$ cat src/rtl/seq_divider.sv
`default_nettype none
// ============================================================================
// Module   : seq_divider
// Purpose  : Multi-cycle non-restoring divider, one quotient bit per clock.
//            Produces {remainder, quotient} for the HI/LO register pair.
//            Supports runtime signed/unsigned mode and a defined
//            divide-by-zero result: Z = {A, all-ones}.
// Ports    : clk        rising-edge clock
//            clr        synchronous active-high reset
//            start      request pulse, sampled only when not busy
//            is_signed  1 = two's-complement divide, sampled with start
//            A, B       dividend / divisor, sampled with start
//            busy       high while an operation is in flight
//            done       one-cycle pulse when Z becomes valid
//            Z          {remainder, quotient}, held until the next result
//            dbz        divide-by-zero flag (SEQ_DIVIDER_DBZ_EN builds only)
// Options  : SEQ_DIVIDER_DBZ_EN - adds the dbz port and a 2-cycle fast path
//            for a zero divisor.
// Revision : 1.0 - initial release
// ============================================================================
module seq_divider #(
    parameter int WIDTH = 32
) (
    input  logic                 clk,
    input  logic                 clr,
    input  logic                 start,
    input  logic                 is_signed,
    input  logic [WIDTH-1:0]     A,
    input  logic [WIDTH-1:0]     B,
    output logic                 busy,
    output logic                 done,
`ifdef SEQ_DIVIDER_DBZ_EN
    output logic                 dbz,
`endif
    output logic [2*WIDTH-1:0]   Z
);

    localparam int              c_CW   = $clog2(WIDTH);
    localparam logic [c_CW-1:0] c_LAST = c_CW'(WIDTH - 1);

    typedef enum logic [2:0] {
        ST_IDLE = 3'd0,
        ST_LOAD = 3'd1,
        ST_ITER = 3'd2,
        ST_FIX  = 3'd3,
        ST_DONE = 3'd4
    } state_t;

    state_t           r_state;
    logic [WIDTH-1:0] r_a;          // raw dividend, kept for the zero-divisor result
    logic [WIDTH-1:0] r_b;
    logic             r_sgn;
    logic [WIDTH-1:0] r_q;
    logic [WIDTH-1:0] r_m;
    logic [WIDTH:0]   r_p;          // signed partial remainder, one guard bit
    logic [c_CW-1:0]  r_cnt;
    logic             r_sign_q;
    logic             r_sign_r;
    logic             r_zero;

    logic [WIDTH-1:0] w_mag_a;
    logic [WIDTH-1:0] w_mag_b;
    logic [WIDTH:0]   w_m_ext;
    logic [WIDTH:0]   w_p_sh;
    logic [WIDTH:0]   w_p_iter;
    logic [WIDTH-1:0] w_rem_mag;
    logic [WIDTH-1:0] w_quo;
    logic [WIDTH-1:0] w_rem;
    logic             w_b_zero;

    always_comb begin
        w_mag_a  = (r_sgn & r_a[WIDTH-1]) ? -r_a : r_a;
        w_mag_b  = (r_sgn & r_b[WIDTH-1]) ? -r_b : r_b;
        w_b_zero = (r_b == '0);
        w_m_ext  = {1'b0, r_m};
        // The top bit of P is dropped by the shift; the add/subtract result
        // always lies in [-M, M) so modulo 2^(WIDTH+1) arithmetic is exact.
        w_p_sh   = {r_p[WIDTH-1:0], r_q[WIDTH-1]};
        w_p_iter = r_p[WIDTH] ? (w_p_sh + w_m_ext) : (w_p_sh - w_m_ext);
        // Final correction: the true remainder lies in [0, M), so WIDTH bits
        // of the restored value are sufficient.
        w_rem_mag = r_p[WIDTH] ? (r_p[WIDTH-1:0] + r_m) : r_p[WIDTH-1:0];
        w_quo     = r_sign_q ? -r_q : r_q;
        w_rem     = r_sign_r ? -w_rem_mag : w_rem_mag;
    end

    always_ff @(posedge clk) begin
        if (clr) begin
            r_state  <= ST_IDLE;
            busy     <= 1'b0;
            done     <= 1'b0;
            Z        <= '0;
`ifdef SEQ_DIVIDER_DBZ_EN
            dbz      <= 1'b0;
`endif
            r_a      <= '0;
            r_b      <= '0;
            r_sgn    <= 1'b0;
            r_q      <= '0;
            r_m      <= '0;
            r_p      <= '0;
            r_cnt    <= '0;
            r_sign_q <= 1'b0;
            r_sign_r <= 1'b0;
            r_zero   <= 1'b0;
        end else begin
            case (r_state)
                ST_IDLE, ST_DONE: begin
                    done <= 1'b0;
                    if (start) begin
                        r_a     <= A;
                        r_b     <= B;
                        r_sgn   <= is_signed;
                        busy    <= 1'b1;
`ifdef SEQ_DIVIDER_DBZ_EN
                        dbz     <= 1'b0;
`endif
                        r_state <= ST_LOAD;
                    end else begin
                        r_state <= ST_IDLE;
                    end
                end

                ST_LOAD: begin
                    r_p      <= '0;
                    r_q      <= w_mag_a;
                    r_m      <= w_mag_b;
                    r_cnt    <= '0;
                    r_sign_q <= r_sgn & (r_a[WIDTH-1] ^ r_b[WIDTH-1]);
                    r_sign_r <= r_sgn & r_a[WIDTH-1];
                    r_zero   <= w_b_zero;
`ifdef SEQ_DIVIDER_DBZ_EN
                    // A zero divisor bypasses the iteration entirely and goes
                    // straight to result registration.
                    r_state  <= w_b_zero ? ST_FIX : ST_ITER;
`else
                    r_state  <= ST_ITER;
`endif
                end

                ST_ITER: begin
                    r_p <= w_p_iter;
                    r_q <= {r_q[WIDTH-2:0], ~w_p_iter[WIDTH]};
                    if (r_cnt == c_LAST) begin
                        r_state <= ST_FIX;
                    end else begin
                        r_cnt <= r_cnt + c_CW'(1);
                    end
                end

                ST_FIX: begin
                    if (r_zero) begin
                        Z <= {r_a, {WIDTH{1'b1}}};
                    end else begin
                        Z <= {w_rem, w_quo};
                    end
`ifdef SEQ_DIVIDER_DBZ_EN
                    dbz     <= r_zero;
`endif
                    busy    <= 1'b0;
                    done    <= 1'b1;
                    r_state <= ST_DONE;
                end

                default: begin
                    busy    <= 1'b0;
                    done    <= 1'b0;
                    r_state <= ST_IDLE;
                end
            endcase
        end
    end

endmodule
`default_nettype wire
$ cat config.mk
export PLATFORM = sky130hd
export DESIGN_NAME = seq_divider
export DESIGN_NICKNAME = d
export VERILOG_FILES = /design/src/rtl/seq_divider.sv
export SDC_FILE = /design/constraint.sdc
export NUM_CORES = 1
export LEC_CHECK = 0
export CORE_ASPECT_RATIO = 1.1
export CORE_MARGIN = 8
export CORE_UTILIZATION = 36
export DETAILED_ROUTE_END_ITERATION = 12
export PLACE_DENSITY = 0.65
export SLEW_MARGIN = 20
export SYNTH_ARGS = -nofsm -noshare
export SYNTH_HDL_FRONTEND = slang
export SYNTH_SLANG_ARGS = --single-unit
$ cat constraint.sdc
create_clock -name clk -period 7.4 [get_ports clk]
set_input_delay 1.48 -clock clk [delete_from_list [all_inputs] [get_ports clk]]
set_output_delay 1.48 -clock clk [all_outputs]
set_load 0.005 [all_outputs]
==> results <==
- The tightest slew margin relative to the limit is 26.15%.
- Of the post-synthesis cell area, the dominant cell type holds 30.48%.
- The average wire per standard cell is 20.03 um.
- The portion of the clock cycle consumed by the worst path in the final layout is 73.49%.
- The depth of the worst hold-timing path is 2.
- Measured in cells, the most critical reg-to-reg path has a length of 18.
- The worst path in the final design needs a cycle of 5.438 ns, including I/O delays and setup.
- The routed design has 54.01 mm of wire.
- The die covers 50550 um^2.
- The register share of total power is 34.0%.
- The global placement routability congestion is 0.9463.
- The layout cell share with drive strength beyond 1 is 4.475%.
- The max-slew violation count is 0.
- The final antenna diode count is 0.
- The port buffer count is 133.
- The register bit total from synthesis is 239.
- Of the total power, the share spent switching nets is 36.21%.
- The die span in y is 235.0 um.
- The flow ran to the end, and the final reports show no timing, DRC or antenna violations.
- TritonCTS created 27 clock buffers.
- The data arrival time of the critical path is 5.89 ns.
- The clock-pin slew of the registers on the worst-case setup and hold paths is 0.07 ns.
- The maximum clock skew at final layout is 0.01383 ns.
- The endpoint kind of the worst setup timing path is a flip-flop.
- Before antenna repair, the detailed router went through 9 iterations.
- The kind of start point of the critical path is a flip-flop.
- The boundary pin count is 134.
- The core region is 43240 um^2.
- TritonCTS built the clock tree.
- In this run the worst path has a maximum fanout of 6.
- The tree is rooted in a sky130_fd_sc_hd__clkbuf_16.
- The multi-input combinational cells in the finished layout cover a total of 10280 um^2.
- The combinational cell fraction of total power is 33.7%.
- The transition time at the pin with the least slew margin is 1.094 ns.
- After synthesis, the mean cell area works out to 7.642 um^2.
- The number of flops mapped to enable cells by yosys is 0.
- Buffers added to address setup during post-CTS repair amount to 0.
- The maximum root-to-sink buffer count is 3.
- In the global route stage, overall resource usage came out at 20.51%.
- Of all flip-flops after synthesis, the portion carrying an async set or reset was 0%.
- In this run the power density over the cells is 241.1 nW/um^2.
- The relative area change from synthesis to final layout is 16.83%.
- Based on the critical path, the design can be clocked at up to 183.9 MHz.
- The cts-stage hold buffer count is 0.
- The final total negative setup slack is 0 ns.
- The HPWL after detailed placement is 40.62 mm.
- Gates resized during post-CTS repair numbered 0.
- The post-synth net total is 2194.
- After global routing the overflow that remains totals 0.
- The H-tree level count is 1.
- The detailed-route DRC error count is 0.
- The Yosys step of the flow raised 0 warnings.
- The number of sinks driven by the clock tree is 239.
- In this run the static leakage power is 6.825 nW.
- The number of routed nets with antenna violations is 0.
- For this run, the leading register cell type out of synthesis is sky130_fd_sc_hd__dfxtp_1.
- For hold timing, the worst endpoint is Z[43].
- Detailed routing inserted a total of 15439 vias.
- Setup violations remaining at the end of the flow were counted as 0.
- Final hold analysis gives a worst-case slack of 0.4560 ns.
- The post-synthesis instance area is 15700 um^2.
- The worst-case IR drop observed on VDD is 0.0001218 V.
- The library cell occupying the most area in the post-synthesis netlist is sky130_fd_sc_hd__dfxtp_1.
- Data on the critical path is required at its endpoint by 7.85 ns.
- Registers take 4787 um^2.
- In this run the most critical hold path is launched from Z[43].
- Setup slack on the worst reg-to-reg path comes out at 1.96 ns.
- The pin count of the biggest net entering global routing is 192.
- The via count of the first global-routing pass is 14972.
- From left edge to right edge, the die measures 215.1 um.
- The wire length of the first global-routing pass is 85.22 mm.
- The sequential share of the synthesized area is 30.48%.
- The number of nets in the final layout is 2244.
- The final-report hold violation count is 0.
- The power dissipated by switching net loads is 1.601 mW.
- The count of cell types in the netlist is 88.
- Summing internal, switching and leakage power gives 4.421 mW.
- The average vias per placed instance is 5.725.
- The number of antenna violations at the first check in global routing is 1.
- The critical path class is flip-flop to flip-flop.
- The gate count of the mapped netlist is 2054.
- The endpoint of the lowest-slack register-to-register path is r_p[27].
- The worst hold-check path type is flip-flop to flip-flop.
- The layout has 4486 filler cells.
- The clock network fraction of total power is 32.3%.
- Max-cap violations in this run came to 0.
- The floorplan has 80 rows.
- By area the synthesized netlist is led by sky130_fd_sc_hd__dfxtp_1, sky130_fd_sc_hd__a21oi_1, sky130_fd_sc_hd__nand2_1, sky130_fd_sc_hd__nor2_1, sky130_fd_sc_hd__ha_1.
- Setup repair after global routing left no endpoint under its margin.
- Internal power comes to 2.820 mW.
- The worst register-to-register path begins at r_m[2].
- The clock latency at the later pin of the worst-skew pair is 0.56 ns.
- The initial standard-cell utilization of the core is 36.30%.
- After the first detailed-routing iteration, the DRC count stood at 1219.
## flip-flops by register name, indices dropped and copies added (netlist names), 3 cells and up
name	count
r_q	32
r_m	32
r_cnt	5
r_p	33
r_state	3
r_a	32
r_b	32
Z	64
## worst max-delay path by stage
stage                     startpoint       to  slack [ns]  cells after the start
after floorplan              r_p[32]  r_p[30]        2.31                     19
after global placement        r_m[2]  r_p[29]        2.15                     19
after detailed placement      r_m[2]  r_p[27]        2.04                     18
after CTS                     r_m[2]  r_p[27]        2.02                     18
after global routing          r_m[2]  r_p[29]        1.50                     19
final                         r_m[2]  r_p[27]        1.96                     18
## critical path: stages, from the launching register on
cell                       delay, ns
sky130_fd_sc_hd__dfxtp_1        0.37
sky130_fd_sc_hd__nor3_1         0.29
sky130_fd_sc_hd__nand2b_1       0.14
sky130_fd_sc_hd__or3_1          0.34
sky130_fd_sc_hd__nor4_1         0.73
sky130_fd_sc_hd__and2_1         0.28
sky130_fd_sc_hd__a21oi_1        0.10
sky130_fd_sc_hd__xor2_1         0.18
sky130_fd_sc_hd__ha_1           0.35
sky130_fd_sc_hd__nand4_1        0.19
sky130_fd_sc_hd__nor2_1         0.08
sky130_fd_sc_hd__a211oi_1       0.24
sky130_fd_sc_hd__o21ai_0        0.11
sky130_fd_sc_hd__a21oi_1        0.28
sky130_fd_sc_hd__o22ai_1        0.18
sky130_fd_sc_hd__o41ai_1        0.81
sky130_fd_sc_hd__nor2_1         0.10
sky130_fd_sc_hd__or3_1          0.34
sky130_fd_sc_hd__a32o_1         0.24
## power by group through the flow
stage / registers (mW) / clock network, mW / logic [mW]
3_5_place_dp: 1.53 / 0 / 1.48
5_1_grt: 1.51 / 1.51 / 1.65
6_report: 1.50 / 1.43 / 1.49
4_1_cts: 1.50 / 1.45 / 1.48
2_1_floorplan: 1.47 / 0 / 1.13
3_3_place_gp: 1.53 / 0 / 1.46
## through the flow
step	util [%]	std cells	area, um^2	setup slack [ns]
detailed placement	40.25	2649	17400	2.037
finish	42.41	2697	18340	1.962
global placement	40.25	2649	17400	2.155
global route	42.41	2697	18340	1.498
floorplan	-	2054	15700	2.310
CTS	42.41	2697	18340	2.021
## cells by family after synthesis
kind of cell	after synthesis	synth area share (%)
mux	15	0.9804
simple gates	758	22.45
flops	239	30.48
compound gates	618	25.97
xor+xnor	181	10.10
fa+ha+maj	72	5.835
buf+inv	171	4.185
## routing by layer
metal / track usage (%) / part of all wire, % / vias to the layer above
met3: 2.994 / 5.8 / 79
met1: 27.31 / 45 / 7319
li1: - / - / 7560
met4: 5.801 / 2.6 / 0
met5: 0 / 0 / -
met2: 34.11 / 46 / 481
## synth_stat cells, types with 7 or more instances
master,n
sky130_fd_sc_hd__a22oi_1,16
sky130_fd_sc_hd__o21bai_1,12
sky130_fd_sc_hd__inv_1,44
sky130_fd_sc_hd__nor3b_1,7
sky130_fd_sc_hd__o211ai_1,17
sky130_fd_sc_hd__xor2_1,93
sky130_fd_sc_hd__o31ai_1,23
sky130_fd_sc_hd__a21oi_1,201
sky130_fd_sc_hd__nor2_1,238
sky130_fd_sc_hd__nand3_1,33
sky130_fd_sc_hd__o21a_1,10
sky130_fd_sc_hd__and2_1,11
sky130_fd_sc_hd__o41ai_1,16
sky130_fd_sc_hd__xnor2_1,88
sky130_fd_sc_hd__nor3_1,58
sky130_fd_sc_hd__a211oi_1,63
sky130_fd_sc_hd__buf_1,20
sky130_fd_sc_hd__and3_1,20
sky130_fd_sc_hd__nor2b_1,15
sky130_fd_sc_hd__o22ai_1,11
sky130_fd_sc_hd__nand2b_1,15
sky130_fd_sc_hd__a22o_1,9
sky130_fd_sc_hd__a31oi_1,15
sky130_fd_sc_hd__dfxtp_1,239
sky130_fd_sc_hd__nand2_1,249
sky130_fd_sc_hd__nand4_1,14
sky130_fd_sc_hd__or4_1,12
sky130_fd_sc_hd__o21ai_0,108
sky130_fd_sc_hd__nor4_1,17
sky130_fd_sc_hd__a21o_1,19
sky130_fd_sc_hd__ha_1,70
sky130_fd_sc_hd__mux2i_1,12
sky130_fd_sc_hd__clkbuf_1,100
sky130_fd_sc_hd__a311oi_1,10
sky130_fd_sc_hd__a222oi_1,30
sky130_fd_sc_hd__or3_1,34
## cells in the final DEF, fill, tap and decap left out, types with 10 or more instances in the layout
master | Yosys | layout
sky130_fd_sc_hd__a211oi_1 | 63 | 63
sky130_fd_sc_hd__a21o_1 | 19 | 19
sky130_fd_sc_hd__a21oi_1 | 201 | 201
sky130_fd_sc_hd__a222oi_1 | 30 | 30
sky130_fd_sc_hd__a22oi_1 | 16 | 16
sky130_fd_sc_hd__a311oi_1 | 10 | 10
sky130_fd_sc_hd__a31oi_1 | 15 | 15
sky130_fd_sc_hd__and2_1 | 11 | 10
sky130_fd_sc_hd__and3_1 | 20 | 20
sky130_fd_sc_hd__buf_4 | 0 | 14
sky130_fd_sc_hd__clkbuf_16 | 0 | 27
sky130_fd_sc_hd__clkdlybuf4s50_1 | 0 | 132
sky130_fd_sc_hd__dfxtp_1 | 239 | 237
sky130_fd_sc_hd__ha_1 | 70 | 70
sky130_fd_sc_hd__inv_1 | 44 | 44
sky130_fd_sc_hd__mux2i_1 | 12 | 12
sky130_fd_sc_hd__nand2_1 | 249 | 248
sky130_fd_sc_hd__nand2b_1 | 15 | 14
sky130_fd_sc_hd__nand3_1 | 33 | 33
sky130_fd_sc_hd__nand4_1 | 14 | 14
sky130_fd_sc_hd__nor2_1 | 238 | 237
sky130_fd_sc_hd__nor2b_1 | 15 | 15
sky130_fd_sc_hd__nor3_1 | 58 | 58
sky130_fd_sc_hd__nor4_1 | 17 | 17
sky130_fd_sc_hd__o211ai_1 | 17 | 17
sky130_fd_sc_hd__o21a_1 | 10 | 10
sky130_fd_sc_hd__o21ai_0 | 108 | 108
sky130_fd_sc_hd__o21bai_1 | 12 | 12
sky130_fd_sc_hd__o22ai_1 | 11 | 11
sky130_fd_sc_hd__o31ai_1 | 23 | 23
sky130_fd_sc_hd__o41ai_1 | 16 | 16
sky130_fd_sc_hd__or3_1 | 34 | 34
sky130_fd_sc_hd__or4_1 | 12 | 12
sky130_fd_sc_hd__xnor2_1 | 88 | 88
sky130_fd_sc_hd__xor2_1 | 93 | 93
## layout make-up
class / instances / share of cell area [%]
clock buffers: 37 / 4.162
flip-flops and latches: 239 / 26.10
multi-input cells: 1644 / 56.03
well taps: 574 / 3.916
inverters: 44 / 0.9006
repair buffers: 148 / 7.948
clock inverters: 11 / 0.9347
Power figures use the tool's default switching activity.
